==> config.mk <==
export PLATFORM = sky130hd
export DESIGN_NAME = pb_tap_loader
export DESIGN_NICKNAME = d
export VERILOG_FILES = /design/src/rtl/pb_tap_loader.sv
export SDC_FILE = /design/constraint.sdc
export NUM_CORES = 1
export LEC_CHECK = 0
export BUFFER_PORTS_ARGS = -buffer_cell sky130_fd_sc_hd__buf_2
export CAP_MARGIN = 20
export CORE_ASPECT_RATIO = 1.75
export CORE_MARGIN = 1
export CORE_UTILIZATION = 40
export DETAILED_ROUTE_END_ITERATION = 10
export SLEW_MARGIN = 20
export SYNTH_ARGS = -nofsm -noshare
export SYNTH_HDL_FRONTEND = slang
export SYNTH_SLANG_ARGS = --single-unit
==> constraint.sdc <==
create_clock -name tck_i -period 6.1 [get_ports tck_i]
set_input_delay 0.61 -clock tck_i [delete_from_list [all_inputs] [get_ports tck_i]]
set_output_delay 0.61 -clock tck_i [all_outputs]
set_load 0.01 [all_outputs]
==> src/rtl/pb_tap_loader.sv <==
// JTAG TAP controller that loads instruction memory from a host, with IDCODE,
// auto-incrementing burst loads, write readback and DR shift-length checking.
module pb_tap_loader #(
    parameter int                IR_W      = 4,
    parameter int                ADDR_W    = 64,
    parameter int                DATA_W    = 32,
    parameter logic [ADDR_W-1:0] ADDR_STEP = ADDR_W'(1),
    parameter logic [31:0]       IDCODE    = 32'h1000_0A6B
) (
    input  logic              tck_i,
    input  logic              trst_i,
    input  logic              tms_i,
    input  logic              tdi_i,
    output logic              tdo_o,
    output logic [ADDR_W-1:0] loadAddr_o,
    output logic [DATA_W-1:0] loadData_o,
    output logic              wEn_o,
    output logic              err_o,
    output logic [3:0]        tapState_o
);

    localparam int          PROG_W    = ADDR_W + DATA_W;
    localparam logic [15:0] PROG_LEN  = 16'(PROG_W);
    localparam logic [15:0] BURST_LEN = 16'(DATA_W);

    localparam logic [IR_W-1:0] IR_PROG   = IR_W'(1);
    localparam logic [IR_W-1:0] IR_SCAN   = IR_W'(2);
    localparam logic [IR_W-1:0] IR_IDCODE = IR_W'(4);
    localparam logic [IR_W-1:0] IR_BURST  = IR_W'(5);

    typedef enum logic [3:0] {
        TLR      = 4'd0,
        RTI      = 4'd1,
        SEL_DR   = 4'd2,
        CAP_DR   = 4'd3,
        SHIFT_DR = 4'd4,
        EX1_DR   = 4'd5,
        PAUSE_DR = 4'd6,
        EX2_DR   = 4'd7,
        UPD_DR   = 4'd8,
        SEL_IR   = 4'd9,
        CAP_IR   = 4'd10,
        SHIFT_IR = 4'd11,
        EX1_IR   = 4'd12,
        PAUSE_IR = 4'd13,
        EX2_IR   = 4'd14,
        UPD_IR   = 4'd15
    } tap_state_e;

    typedef enum logic [2:0] {
        INS_PROG,
        INS_SCAN,
        INS_BYPASS,
        INS_IDCODE,
        INS_BURST
    } ins_e;

    tap_state_e        state_q, state_d;
    logic [IR_W-1:0]   ir_q, ir_d;
    logic [IR_W-1:0]   ir_sr_q, ir_sr_d;
    logic [PROG_W-1:0] prog_sr_q, prog_sr_d;
    logic [DATA_W-1:0] burst_sr_q, burst_sr_d;
    logic [31:0]       id_sr_q, id_sr_d;
    logic              byp_q, byp_d;
    logic [15:0]       cnt_q, cnt_d;
    logic              err_q, err_d;
    logic [ADDR_W-1:0] ptr_q, ptr_d;
    logic [ADDR_W-1:0] addr_q, addr_d;
    logic [DATA_W-1:0] data_q, data_d;
    logic              wen_q, wen_d;
    ins_e              ins;

    always_comb begin
        state_d = state_q;
        case (state_q)
            TLR:      state_d = tms_i ? TLR    : RTI;
            RTI:      state_d = tms_i ? SEL_DR : RTI;
            SEL_DR:   state_d = tms_i ? SEL_IR : CAP_DR;
            CAP_DR:   state_d = tms_i ? EX1_DR : SHIFT_DR;
            SHIFT_DR: state_d = tms_i ? EX1_DR : SHIFT_DR;
            EX1_DR:   state_d = tms_i ? UPD_DR : PAUSE_DR;
            PAUSE_DR: state_d = tms_i ? EX2_DR : PAUSE_DR;
            EX2_DR:   state_d = tms_i ? UPD_DR : SHIFT_DR;
            UPD_DR:   state_d = tms_i ? SEL_DR : RTI;
            SEL_IR:   state_d = tms_i ? TLR    : CAP_IR;
            CAP_IR:   state_d = tms_i ? EX1_IR : SHIFT_IR;
            SHIFT_IR: state_d = tms_i ? EX1_IR : SHIFT_IR;
            EX1_IR:   state_d = tms_i ? UPD_IR : PAUSE_IR;
            PAUSE_IR: state_d = tms_i ? EX2_IR : PAUSE_IR;
            EX2_IR:   state_d = tms_i ? UPD_IR : SHIFT_IR;
            UPD_IR:   state_d = tms_i ? SEL_DR : RTI;
            default:  state_d = TLR;
        endcase
    end

    // Undefined codes, including all-ones, fall through to BYPASS.
    always_comb begin
        ins = INS_BYPASS;
        case (ir_q)
            IR_PROG:   ins = INS_PROG;
            IR_SCAN:   ins = INS_SCAN;
            IR_IDCODE: ins = INS_IDCODE;
            IR_BURST:  ins = INS_BURST;
            default:   ins = INS_BYPASS;
        endcase
    end

    always_comb begin
        ir_d       = ir_q;
        ir_sr_d    = ir_sr_q;
        prog_sr_d  = prog_sr_q;
        burst_sr_d = burst_sr_q;
        id_sr_d    = id_sr_q;
        byp_d      = byp_q;
        cnt_d      = cnt_q;
        err_d      = err_q;
        ptr_d      = ptr_q;
        addr_d     = addr_q;
        data_d     = data_q;
        wen_d      = 1'b0;

        case (state_q)
            CAP_IR:   ir_sr_d = IR_W'(1);
            SHIFT_IR: ir_sr_d = {tdi_i, ir_sr_q[IR_W-1:1]};
            UPD_IR:   ir_d    = ir_sr_q;
            CAP_DR: begin
                cnt_d = 16'd0;
                case (ins)
                    INS_PROG, INS_SCAN: prog_sr_d  = {data_q, addr_q};
                    INS_BURST:          burst_sr_d = data_q;
                    INS_IDCODE:         id_sr_d    = IDCODE;
                    default:            byp_d      = 1'b0;
                endcase
            end
            SHIFT_DR: begin
                cnt_d = (cnt_q == 16'hFFFF) ? cnt_q : cnt_q + 16'd1;
                case (ins)
                    INS_PROG, INS_SCAN: prog_sr_d  = {tdi_i, prog_sr_q[PROG_W-1:1]};
                    INS_BURST:          burst_sr_d = {tdi_i, burst_sr_q[DATA_W-1:1]};
                    INS_IDCODE:         id_sr_d    = {tdi_i, id_sr_q[31:1]};
                    default:            byp_d      = tdi_i;
                endcase
            end
            // A write only commits when exactly the DR length was shifted since capture.
            UPD_DR: begin
                if (ins == INS_PROG) begin
                    if (cnt_q == PROG_LEN) begin
                        addr_d = prog_sr_q[ADDR_W-1:0];
                        data_d = prog_sr_q[PROG_W-1:ADDR_W];
                        ptr_d  = prog_sr_q[ADDR_W-1:0] + ADDR_STEP;
                        wen_d  = 1'b1;
                    end else begin
                        err_d = 1'b1;
                    end
                end else if (ins == INS_BURST) begin
                    if (cnt_q == BURST_LEN) begin
                        addr_d = ptr_q;
                        data_d = burst_sr_q;
                        ptr_d  = ptr_q + ADDR_STEP;
                        wen_d  = 1'b1;
                    end else begin
                        err_d = 1'b1;
                    end
                end
            end
            default: ;
        endcase

        if (state_d == TLR) begin
            ir_d  = IR_IDCODE;
            err_d = 1'b0;
        end
    end

    always_ff @(posedge tck_i) begin
        if (trst_i) begin
            state_q    <= TLR;
            ir_q       <= IR_IDCODE;
            ir_sr_q    <= '0;
            prog_sr_q  <= '0;
            burst_sr_q <= '0;
            id_sr_q    <= '0;
            byp_q      <= 1'b0;
            cnt_q      <= '0;
            err_q      <= 1'b0;
            ptr_q      <= '0;
            addr_q     <= '0;
            data_q     <= '0;
            wen_q      <= 1'b0;
        end else begin
            state_q    <= state_d;
            ir_q       <= ir_d;
            ir_sr_q    <= ir_sr_d;
            prog_sr_q  <= prog_sr_d;
            burst_sr_q <= burst_sr_d;
            id_sr_q    <= id_sr_d;
            byp_q      <= byp_d;
            cnt_q      <= cnt_d;
            err_q      <= err_d;
            ptr_q      <= ptr_d;
            addr_q     <= addr_d;
            data_q     <= data_d;
            wen_q      <= wen_d;
        end
    end

    always_comb begin
        tdo_o = 1'b0;
        if (state_q == SHIFT_IR) begin
            tdo_o = ir_sr_q[0];
        end else if (state_q == SHIFT_DR) begin
            case (ins)
                INS_PROG, INS_SCAN: tdo_o = prog_sr_q[0];
                INS_BURST:          tdo_o = burst_sr_q[0];
                INS_IDCODE:         tdo_o = id_sr_q[0];
                default:            tdo_o = byp_q;
            endcase
        end
    end

    assign loadAddr_o = addr_q;
    assign loadData_o = data_q;
    assign wEn_o      = wen_q;
    assign err_o      = err_q;
    assign tapState_o = state_q;

endmodule

==> summary.txt <==
Route
  – Via/cell ratio: 5.92
  – Routed WL per cell: 18.2 um
  – DR iter-0 viols: 1,229
  – DR vias: 16,600
  – ANT nets after route: 0
  – DRT Pass-1 Iters: 5
  – Total Routed Length: 51,000 um
  – Residual DRC: 0

Synth
  – Post-synthesis area per instance: 7.80 sq um
  – Ys Warns: 0
  – Sequential area share after synthesis: 0.402
  – Distinct cells, synth: 81
  – Mapped Cells: 2,242
  – Asr flop ratio synth: 0
  – Number of synthesized register bits: 351
  – Number of synthesized flops with an enable pin: 0
  – Net Count, Synth: 2,249
  – Netlist Area Pre-Place: 17,500 sq um
  – Dominant synthesized flop cell: dfxtp_1

Power and ir drop
  – PD cells: 249 nW/um^2
  – Worst vdd ir: 0.000243 V
  – Pleak: 0.00624 uW

Timing
  – Worst Tran Pin Value: 1.14 ns
  – Clock Skews: 0.00991 ns
  – Count of final hold-check violations: 0
  – Rel. slew slack: 0.237
  – Setup violators final: 0
  – Min cycle time layout: 4.31 ns
  – Tcrit/Tclk final: 0.706
  – Fin. max-slew vios: 0
  – TNS Setup: 0 ns
  – FMAX: 0.232 GHz
  – RSZ-0062 raised after global routing: false

Clock tree
  – Post-CTS resize count: 0
  – CTS buffer count: 36
  – CTS tree: built
  – Root Driver: clkbuf_16
  – Clock-pin slew on the worst setup and hold paths: 0.07 ns
  – Post-CTS Hold Buffers: 0
  – Worst-Skew Late Latency: 0.54 ns
  – Post-CTS Setup Bufs: 0
  – CTS Sinks: 351
  – Clock buffer depth: 3
  – H-tree depth: 2

Floorplan
  – Die area: 44,600 sq um
  – Initial Util: 0.405
  – Die width: 160 um
  – # rows: 101
  – Core area: 43,200 sq um
  – Io pins: 107
  – Die Y: 279 um

Setup path
  – Slowest-stage cell, CP: or4b_4
  – CP Launch Type: register
  – Crit path buf inv count: 1
  – CP Cell Sequence: or4b_4 > mux2i_1 > inv_1 > ha_1 > nand2_1 > nor3_1 > a32oi_1 > or4b_2 > a21oi_1 > mux2_2 > o21ai_0
  – Launch point of the worst path: ir_q[3]
  – CP Class: reg2reg
  – Setup crit end kind: register
  – Arr. time, crit path: 4.76 ns
  – Worst R2R Start: ir_q[3]
  – CP top delay family: simple AND/OR/NAND/NOR gates
  – Worst-path maximum fanout: 41
  – CP peak stage delay: 0.89 ns
  – Worst EP required: 6.55 ns

Global route
  – Largest net degree at the start of global routing: 211
  – First-pass GRT wire length: 82,800 um
  – Vias in the first global route: 15,700
  – GRT overflow: 0
  – GRT Total Usage: 0.224
  – Initial antenna violation count: 1

Run
  – MaxCap Viol Count: 0

Cells and area
  – Final nets: 2,217
  – Layout cells sized above 1: 0.113
  – Layout area overhead: 11.4%
  – Final cell count without fillers: 2,804
  – Fin util: 0.451
  – Fillers: 4,358

Min path
  – Hold Startpoint: tms_i
  – Hold Crit Class: in2reg

Run status
  – Run status: completed

Place
  – Cells after DPL: 2,738
  – IO buf count: 106
  – RD Place Congestion: 0.950
  – DP Wirelength: 32,800 um
power by group:
| group | internal (uW) | leakage (uW) | switching [uW] |
|---|---|---|---|
| logic | 31.9 | 0.00278 | 85.3 |
| registers | 2300 | 0.00283 | 20.2 |
| clock network | 1430 | 0.000631 | 971 |
| total | 3760 | 0.00624 | 1080 |
per-stage QoR:
| stage | total power (uW) | hold slack (ns) | cell area (sq um) | worst slack, ns |
|---|---|---|---|---|
| global route | 4990 | 0.415 | 19500 | 1.54 |
| finish | 4840 | 0.395 | 19500 | 1.79 |
| detailed placement | 2490 | 0.456 | 18200 | 1.84 |
| global placement | 2490 | 0.457 | 18200 | 1.96 |
| CTS | 4890 | 0.373 | 19500 | 1.83 |
| floorplan | 2460 | 0.442 | 17500 | 1.80 |
Yosys cell counts (all sizes together) (5+ instances only):
cell type / instances / area [sq um]
a211oi: 122 / 916
nand2b: 6 / 37.5
nand2: 344 / 1290
a22oi: 38 / 290
xnor2: 12 / 105
o21ai: 91 / 459
o221a: 9 / 101
mux2i: 50 / 500
xor2: 7 / 61.3
nand4: 40 / 256
o21a: 6 / 45.0
nand3b: 10 / 75.1
nor4: 10 / 68.8
dfxtp: 351 / 7030
clkbuf: 164 / 618
and2: 48 / 303
inv: 15 / 56.3
a21oi: 149 / 749
a21o: 8 / 60.1
nor2b: 6 / 37.5
and4: 8 / 70.1
or3: 5 / 31.3
nor2: 318 / 1190
o221ai: 5 / 43.8
o211ai: 11 / 82.6
a311oi: 110 / 963
nor3: 28 / 145
nand3: 81 / 405
a31oi: 32 / 200
and3: 20 / 125
buf: 37 / 180
mux2: 28 / 323
a21boi: 8 / 60.1
metal layers:
metal	wire, um	track usage
met1	20500	0.254
met2	25900	0.400
met3	2180	0.0326
met4	2440	0.123
met5	0	0
worst reg2reg max path, cell delays in order (launching register included):
cell and delay (ns):
dfxtp_1 0.44, or4b_4 0.89, mux2i_1 0.25, inv_1 0.10
ha_1 0.30, nand2_1 0.09, nor3_1 0.34, a32oi_1 0.35
or4b_2 0.80, a21oi_1 0.16, mux2_2 0.34, o21ai_0 0.16
layout by cell type (no fill, tap or decap), drive strengths merged, types with 28 or more instances in the layout:
cell / synthesis / final
a211oi: 122 / 122
a21oi: 149 / 149
a22oi: 38 / 38
a311oi: 110 / 110
a31oi: 32 / 32
and2: 48 / 48
buf: 37 / 131
clkbuf: 164 / 50
dfxtp: 351 / 351
mux2: 28 / 28
mux2i: 50 / 50
nand2: 344 / 344
nand3: 81 / 81
nand4: 40 / 40
nor2: 318 / 318
nor3: 28 / 28
o21ai: 91 / 91
layout make-up:
cell class / count / area [sq um] / area share
clock buffers: 50 / 1050 / 0.0542
multi-input cells: 1674 / 9650 / 0.496
inverters: 16 / 60.1 / 0.00308
clock inverters: 15 / 211 / 0.0109
well taps: 566 / 708 / 0.0364
flip-flops and latches: 351 / 7030 / 0.361
repair buffers: 131 / 757 / 0.0389
diodes: 1 / 2.50 / 0.000129
kinds of logic after synthesis:
group | Yosys count | synth area share
AOI/OAI and AO/OA | 631 | 0.249
muxes | 78 | 0.0471
adders and majority gates | 3 | 0.00215
xor gates and xnor gates | 19 | 0.00952
DFF | 351 | 0.402
and+or+nand+nor | 943 | 0.241
buffers and inverters | 217 | 0.0491
registers in the layout (all words and copies together) (netlist names), 16 cells and up:
name and cells:
burst_sr_q 32, cnt_q 16, id_sr_q 32, loadAddr_o 64, loadData_o 32, prog_sr_q 96, ptr_q 64
final timing paths:
check | to | slack [ns] | cells past startpoint
worst max-delay path | ptr_q[32] | 1.79 | 11
worst min-delay path | tapState_o[2] | 0.39 | 2
worst max register to register | ptr_q[32] | 1.79 | 11
worst min register to register | ir_sr_q[1] | 0.47 | 2
No activity file was read; power rests on OpenSTA's default activity.
